--- src/rtl/hilo_acc.sv ---
// hilo_acc: HI/LO register pair with an optional two-cycle multiply-style
// accumulate path. The pair {hi_o,lo_o} forms one 2*DATA_W value.
//
// Write commands (WHI, WLO, WBOTH) update their register(s) on the edge
// where they are accepted. MADD/MSUB take two edges. The first edge updates
// LO and saves the carry or borrow. The second edge folds that carry or
// borrow into HI.
//
// Build option: define HILO_ACC_MAC_EN to include the accumulate datapath.
// Without it, MADD/MSUB decode as NOP and the block is always ready.
//
// Ports
//   clk      in   sole clock, rising edge
//   rst      in   asynchronous, active-high reset
//   valid_i  in   command valid
//   op_i     in   command code (000 NOP, 001 WHI, 010 WLO, 011 WBOTH,
//                 100 MADD, 101 MSUB, 110/111 NOP)
//   hi_i     in   HI operand / upper half of accumulate operand
//   lo_i     in   LO operand / lower half of accumulate operand
//   ready_o  out  command accepted on an edge where valid_i && ready_o
//   busy_o   out  accumulate in progress (ACC_HI)
//   hi_o     out  registered HI value
//   lo_o     out  registered LO value
//
// state  | meaning
// IDLE   | accepting commands; writes complete here in one edge
// ACC_HI | second half of MADD/MSUB: HI += / -= hi_cap with carry/borrow
module hilo_acc #(
  parameter int DATA_W = 32
) (
  input  logic              clk,
  input  logic              rst,
  input  logic              valid_i,
  input  logic [2:0]        op_i,
  input  logic [DATA_W-1:0] hi_i,
  input  logic [DATA_W-1:0] lo_i,
  output logic              ready_o,
  output logic              busy_o,
  output logic [DATA_W-1:0] hi_o,
  output logic [DATA_W-1:0] lo_o
);

  localparam logic [2:0] OP_WHI   = 3'b001;
  localparam logic [2:0] OP_WLO   = 3'b010;
  localparam logic [2:0] OP_WBOTH = 3'b011;

  logic [DATA_W-1:0] hi_d;
  logic [DATA_W-1:0] lo_d;
  logic              accept;

`ifdef HILO_ACC_MAC_EN
  localparam logic [2:0] OP_MADD = 3'b100;
  localparam logic [2:0] OP_MSUB = 3'b101;

  typedef enum logic {
    IDLE   = 1'b0,
    ACC_HI = 1'b1
  } state_t;

  state_t            state;
  state_t            state_d;
  logic [DATA_W-1:0] hi_cap;
  logic [DATA_W-1:0] hi_cap_d;
  logic              carry;   // carry for MADD, borrow for MSUB
  logic              carry_d;
  logic              sub;     // remembers which accumulate is in flight
  logic              sub_d;
  logic [DATA_W:0]   lo_sum;
  logic [DATA_W:0]   lo_diff;
  logic [DATA_W-1:0] cin_ext;

  // Both outputs decode only the state register. Inputs do not reach them
  // through any combinational path.
  assign ready_o = (state == IDLE);
  assign busy_o  = (state == ACC_HI);
  assign accept  = valid_i & ready_o;

  // One extra bit holds the carry-out. For the difference, that top bit is
  // set exactly when lo_o < lo_i, which is the borrow.
  assign lo_sum  = {1'b0, lo_o} + {1'b0, lo_i};
  assign lo_diff = {1'b0, lo_o} - {1'b0, lo_i};
  assign cin_ext = {{(DATA_W-1){1'b0}}, carry};

  always_ff @(posedge clk or posedge rst) begin
    if (rst) begin
      state  <= IDLE;
      hi_o   <= '0;
      lo_o   <= '0;
      hi_cap <= '0;
      carry  <= 1'b0;
      sub    <= 1'b0;
    end else begin
      state  <= state_d;
      hi_o   <= hi_d;
      lo_o   <= lo_d;
      hi_cap <= hi_cap_d;
      carry  <= carry_d;
      sub    <= sub_d;
    end
  end

  always_comb begin
    state_d  = state;
    hi_d     = hi_o;
    lo_d     = lo_o;
    hi_cap_d = hi_cap;
    carry_d  = carry;
    sub_d    = sub;
    case (state)
      IDLE: begin
        if (accept) begin
          case (op_i)
            OP_WHI:   hi_d = hi_i;
            OP_WLO:   lo_d = lo_i;
            OP_WBOTH: begin
              hi_d = hi_i;
              lo_d = lo_i;
            end
            OP_MADD: begin
              lo_d     = lo_sum[DATA_W-1:0];
              carry_d  = lo_sum[DATA_W];
              hi_cap_d = hi_i;
              sub_d    = 1'b0;
              state_d  = ACC_HI;
            end
            OP_MSUB: begin
              lo_d     = lo_diff[DATA_W-1:0];
              carry_d  = lo_diff[DATA_W];
              hi_cap_d = hi_i;
              sub_d    = 1'b1;
              state_d  = ACC_HI;
            end
            default: ;
          endcase
        end
      end
      ACC_HI: begin
        // Completes whatever valid_i does; the source is stalled by ready_o.
        if (sub) hi_d = hi_o - hi_cap - cin_ext;
        else     hi_d = hi_o + hi_cap + cin_ext;
        state_d = IDLE;
      end
      default: state_d = IDLE;
    endcase
  end

`else
  // No accumulate path, so the block never stalls.
  assign ready_o = 1'b1;
  assign busy_o  = 1'b0;
  assign accept  = valid_i;

  always_ff @(posedge clk or posedge rst) begin
    if (rst) begin
      hi_o <= '0;
      lo_o <= '0;
    end else begin
      hi_o <= hi_d;
      lo_o <= lo_d;
    end
  end

  always_comb begin
    hi_d = hi_o;
    lo_d = lo_o;
    if (accept) begin
      case (op_i)
        OP_WHI:   hi_d = hi_i;
        OP_WLO:   lo_d = lo_i;
        OP_WBOTH: begin
          hi_d = hi_i;
          lo_d = lo_i;
        end
        default: ;
      endcase
    end
  end
`endif

endmodule

--- config.mk ---
export PLATFORM = sky130hd
export DESIGN_NAME = hilo_acc
export DESIGN_NICKNAME = d
export VERILOG_FILES = /design/src/rtl/hilo_acc.sv
export SDC_FILE = /design/constraint.sdc
export NUM_CORES = 1
export LEC_CHECK = 0
export CAP_MARGIN = 5
export CORE_ASPECT_RATIO = 1.25
export CORE_MARGIN = 5
export CORE_UTILIZATION = 40
export DETAILED_ROUTE_END_ITERATION = 10
export PLACE_DENSITY = 0.8
export SLEW_MARGIN = 0
export SYNTH_ARGS = -nofsm -noshare
export SYNTH_HDL_FRONTEND = slang
export SYNTH_SLANG_ARGS = --single-unit
--- constraint.sdc ---
create_clock -name clk -period 2.4 [get_ports clk]
set_input_delay 0.48 -clock clk [delete_from_list [all_inputs] [get_ports clk]]
set_output_delay 0.48 -clock clk [all_outputs]
set_load 0.1 [all_outputs]
==> impl_metrics.py, run 1 <==
metrics = {
    "run_status": {
        "status": "finished clean",
    },
    "synthesis": {
        "synthMuxAreaShare_pct": 35.28,
        "synth_nets": 211,
        "synth_compound_area_share_pct": 0,
        "synth_top_family_by_area": "multiplexers",
        "synth_simple_gate_area_share_pct": 1.493,
        "syn_area_sq_um": 2681,
        "synthXorXnorAreaFrac_pct": 0,
        "yosysUniqueCellTypes": 8,
        "synth_area_leaders": "dfrtp_1 (60%), mux2_4 (34%), buf_6 (2.5%)",
        "synth_top_area_share_pct": 59.73,
        "synthAdderAreaFrac_pct": 0,
        "post_synth.cell_area_avg_sq_um": 19.02,
        "synth_top_cell_by_area": "dfrtp_1",
        "syn_inst": 141,
        "yosys_warnings": 0,
        "seq_area_frac_synth_pct": 59.73,
        "ys_ff_latch": 64,
    },
    "timing": {
        "fin_crit_ns": 1.700,
        "final_max_slew_viol_count": 0,
        "rsz0062_at_grt": "no",
        "fmax_mhz": 588.2,
        "fin_skew_ns": 0,
        "setup_viol_count_final": 0,
        "layout_setup_ws_ns": 0.6998,
        "whs_ns": 0.5107,
        "finalCritPeriodShare_pct": 70.84,
        "hold_viol_final": 0,
        "final.setup.tns_ns": 0,
    },
    "placed_design": {
        "dp_hpwl_um": 4509,
        "place_area_sq_um": 3934,
        "numPortBuffers": 133,
        "placed_cells": 357,
        "gp_congestion": 0.7128,
        "place_ws_ns": 0.3444,
    },
    "power": {
        "p_leak_uw": 0.002097,
        "irDropWorstVdd_mv": 0.6324,
        "p_per_area_nw_per_um2": 1156,
    },
    "clock_tree": {
        "clock_path_buffers": 2,
        "tritoncts": "done",
        "ctsResizeCount": 0,
        "clkTransAtPathRegs_ns": 0.06,
        "cts_root_buffer": "clkbuf_8",
        "cts_setup_buffers": 0,
        "cts_made_buffers": 9,
        "clk-insertion-delay-late_ns": 0.33,
        "cts_sinks": 64,
        "holdBufCountCts": 0,
        "h-tree-depth": 3,
    },
    "layout": {
        "num_antenna_cells": 0,
        "final_nets": 351,
        "instances_no_fill": 373,
        "design_area_sq_um": 4154,
        "drive_gt1_share_pct": 52.80,
        "nFillCells": 507,
        "area_growth_pct": 54.92,
    },
    "floorplanning": {
        "core_area_sq_um": 6565,
        "dieArea_sq_um": 8451,
        "rows": 33,
        "io_pins": 136,
        "die_x_um": 83.23,
        "die_y_um": 101.5,
        "start_util_pct": 40.84,
    },
    "critical_path": {
        "cp_max_fo": 19,
        "cpPeakStageDelay_ns": 0.58,
        "crit_slowest_cell": "clkdlybuf4s50_1",
        "cp-start-kind": "input port",
        "path_cells": "clkdlybuf4s50_1 > nand3b_4 > buf_12 > mux2_4",
        "required_ns": 2.62,
        "endpoint_kind": "register",
        "critPathKind": "in -> reg",
        "cp.arrival_ns": 1.92,
    },
    "hold_path": {
        "hold_path.class": "reg -> reg",
    },
    "job": {
        "drv_cap": 0,
    },
    "drt": {
        "drt_iter0_markers": 18,
        "via_count": 1653,
        "routed_via_density": 4.432,
        "ant_nets": 0,
        "drc": 0,
        "finalWirelength_um": 5933,
        "wire_per_inst_um": 15.91,
        "drtPass1Iterations": 2,
    },
    "global_routing": {
        "antenna_found_initial": 0,
        "grt_pass1_wl_um": 9342,
        "track_usage_pct": 14.31,
        "grt_overflow": 0,
        "grt_max_degree": 37,
        "grt_pass1_vias": 1857,
    },
}
## layer usage
| metal | vias to the layer above | share of wire [%] | wire length [um] | global-route usage (%) |
|---|---|---|---|---|
| met5 | - | 0 | 0 | 0 |
| met4 | 0 | 1.1 | 65 | 6.415 |
| met3 | 7 | 8.0 | 475 | 5.370 |
| met2 | 84 | 50 | 2975 | 24.63 |
| met1 | 798 | 41 | 2416 | 15.90 |
| li1 | 764 | - | - | - |
## final timing paths
check | from | endpoint | slack (ns) | depth (start not counted)
max in group asynchronous | rst | lo_o[27] | 1.50 | 3
worst max register to register | lo_o[26] | lo_o[26] | 1.62 | 1
worst max-delay path | valid_i | lo_o[23] | 0.70 | 4
min in group asynchronous | rst | hi_o[21] | 0.53 | 3
worst min register to register | hi_o[31] | hi_o[31] | 0.51 | 1
worst min-delay path | hi_o[31] | hi_o[31] | 0.51 | 1
## cell type report
| cell class | instances | area (sq um) | area share, % |
|---|---|---|---|
| timing repair buffer | 137 | 1226 | 29.52 |
| multi-input combinational | 68 | 993.5 | 23.92 |
| clock inverter | 6 | 82.58 | 1.988 |
| tap | 87 | 108.9 | 2.620 |
| inverter | 1 | 3.754 | 0.09036 |
| clock buffer | 10 | 137.6 | 3.313 |
| sequential | 64 | 1602 | 38.55 |
## power breakdown
part,switching (uW),internal [uW]
registers,123,1280
logic,1760,632
clock network,391,607
## per-stage QoR
step	power [uW]	utilization [%]
6_report	4800	63.27
5_1_grt	4956	63.27
4_1_cts	4853	63.27
3_5_place_dp	3833	59.92
3_3_place_gp	3814	59.92
2_1_floorplan	3288	-
## cell families (layout without fill, tap and decap cells)
kind of cell / after synthesis / count (layout)
flops: 64 / 64
other cells: 2 / 2
simple gates: 2 / 2
mux: 64 / 64
buf+inv: 9 / 154
## sequential cells by signal, summed over array words and instances (netlist names)
signal and cells:
hi_o 32, lo_o 32
## synth_stat cells
master	number
dfrtp_1	64
mux2_4	60
buf_6	6
mux2_2	4
buf_4	2
conb_1	2
nand3b_4	2
inv_1	1
## cells in the final DEF, fill, tap and decap left out
cell type and instances:
clkinv_2 3, bufinv_16 2, conb_1 2, clkinvlp_4 1
nand3b_4 2, inv_2 1, buf_4 66, clkbuf_8 10
buf_12 2, mux2_4 60, mux2_2 4, clkdlybuf4s50_1 69
dfrtp_1 64
## critical path, delay by kind of cell
kind	cells	cell delay [ns]
multiplexers	1	0.31
AND/OR/NAND/NOR	1	0.28
buffers and inverters	2	0.85
(Power assumes the default switching activity.)
==> inputs of run 2 (changes only) <==
clock period = 1.7 ns   (was 2.4 ns; I/O delays follow)
==> impl_metrics.py, run 2 (synthesis gave the netlist of run 1 again) <==
metrics = {
    "run_status": {
        "status": "finished clean",
    },
    "global_routing": {
        "grt_max_degree": 36,
        "grt_pass1_wl_um": 10950,
        "grt_pass1_vias": 2021,
        "grt_overflow": 0,
        "antenna_found_initial": 0,
        "track_usage_pct": 16.76,
    },
    "floorplanning": {
        "start_util_pct": 40.84,
        "die_x_um": 83.23,
        "dieArea_sq_um": 8451,
        "rows": 33,
        "io_pins": 136,
        "core_area_sq_um": 6565,
        "die_y_um": 101.5,
    },
    "timing": {
        "rsz0062_at_grt": "no",
        "whs_ns": 0.4618,
        "fin_crit_ns": 1.412,
        "finalCritPeriodShare_pct": 83.05,
        "fmax_mhz": 708.3,
        "fin_skew_ns": 0,
        "setup_viol_count_final": 0,
        "final_max_slew_viol_count": 0,
        "hold_viol_final": 0,
    },
    "job": {
        "drv_cap": 0,
    },
    "drt": {
        "via_count": 1733,
        "wire_per_inst_um": 17.39,
        "drt_iter0_markers": 32,
        "drtPass1Iterations": 3,
        "drc": 0,
        "finalWirelength_um": 6610,
        "routed_via_density": 4.561,
        "ant_nets": 0,
    },
    "layout": {
        "final_nets": 359,
        "area_growth_pct": 86.37,
        "instances_no_fill": 380,
        "num_antenna_cells": 0,
        "drive_gt1_share_pct": 53.58,
        "final_common_cell": "clkdlybuf4s50_1",
        "most-common-layout-cells": "clkdlybuf4s50_1 (69), buf_12 (67), dfrtp_1 (64), mux2_4 (60), clkbuf_8 (10)",
        "reg.largest.list": "hi_o: 32 flops, lo_o: 32 flops",
        "nFillCells": 394,
        "design_area_sq_um": 4997,
    },
    "hold_path": {
        "hold_path.class": "in -> async",
    },
    "placed_design": {
        "gp_congestion": 0.6865,
        "numPortBuffers": 133,
        "placed_cells": 365,
        "dp_hpwl_um": 5316,
        "place_area_sq_um": 4811,
    },
    "critical_path": {
        "cp.arrival_ns": 1.62,
        "endpoint_kind": "register",
        "required_ns": 1.91,
        "cp_max_fo": 10,
        "cp-start-kind": "input port",
        "critPathKind": "in -> reg",
    },
    "power": {
        "p_per_area_nw_per_um2": 1510,
        "seqPwrFrac_pct": 28.5,
        "swShare_pct": 44.91,
        "fin_total_pwr_uw": 7548,
        "p_comb_share_pct": 55.0,
        "clkPwrFrac_pct": 16.5,
        "p_leak_uw": 0.002405,
        "intPower_uw": 4158,
        "irDropWorstVdd_mv": 0.9644,
        "p_sw_uw": 3390,
    },
    "clock_tree": {
        "ctsResizeCount": 0,
        "holdBufCountCts": 0,
        "clkTransAtPathRegs_ns": 0.07,
        "clock_path_buffers": 2,
        "cts_root_buffer": "clkbuf_8",
        "clk-insertion-delay-late_ns": 0.33,
        "h-tree-depth": 3,
        "cts_made_buffers": 9,
        "tritoncts": "done",
        "cts_setup_buffers": 0,
        "cts_sinks": 64,
    },
}
run 2: cell count changes in the layout (fill, tap and decap cells not counted), sizes merged:
cell	change
buf	+8
bufinv	-1
clkbuf	+1
inv	-1
run 2: layer usage:
| layer | GRT usage [%] | wire length (um) | vias to the layer above |
|---|---|---|---|
| met4 | 4.906 | 83 | 0 |
| met3 | 8.625 | 665 | 11 |
| met5 | 0 | 0 | - |
| met2 | 28.40 | 3408 | 87 |
| li1 | - | - | 777 |
| met1 | 18.59 | 2452 | 858 |
run 2: power groups by stage:
stage	logic, uW	registers, uW	clock network (uW)
floorplan	522	4120	0
finish	4150	2150	1240
detailed placement	4180	2180	0
CTS	4190	2150	1290
global placement	4140	2160	0
global route	4250	2190	1360
run 2: worst paths after layout:
path,cells past startpoint,from,end,slack (ns)
setup / recovery,4,valid_i,hi_o[9],0.29
hold / removal,3,rst,lo_o[30],0.46
setup reg to reg,1,lo_o[19],lo_o[19],0.89
hold reg to reg,1,hi_o[31],hi_o[31],0.57
max in group asynchronous,3,rst,lo_o[15],0.89
min in group clk,1,hi_o[31],hi_o[31],0.57
run 2: critical path, stage by stage:
cell and delay [ns]:
clkdlybuf4s50_1 0.58, nand3b_4 0.20, buf_4 0.21, mux2_4 0.29
run 2: area by class of cell:
class	count	area, sq um	area share, %
multi-input cells	68	993.5	19.88
well taps	87	108.9	2.178
inverters	1	7.507	0.1502
repair buffers	145	2100	42.01
clock buffers	11	141.4	2.829
flip-flops and latches	64	1602	32.05
clock inverters	4	45.04	0.9014
run 2: stage by stage:
step	worst slack (ns)	setup TNS, ns	util (%)
after global routing	0.2605	0	76.12
final	0.2882	0	76.12
after global placement	-0.03633	-0.8525	73.28
after floorplan	0.4405	0	-
after CTS	0.2820	0	76.12
after detailed placement	-0.07925	-1.984	73.28
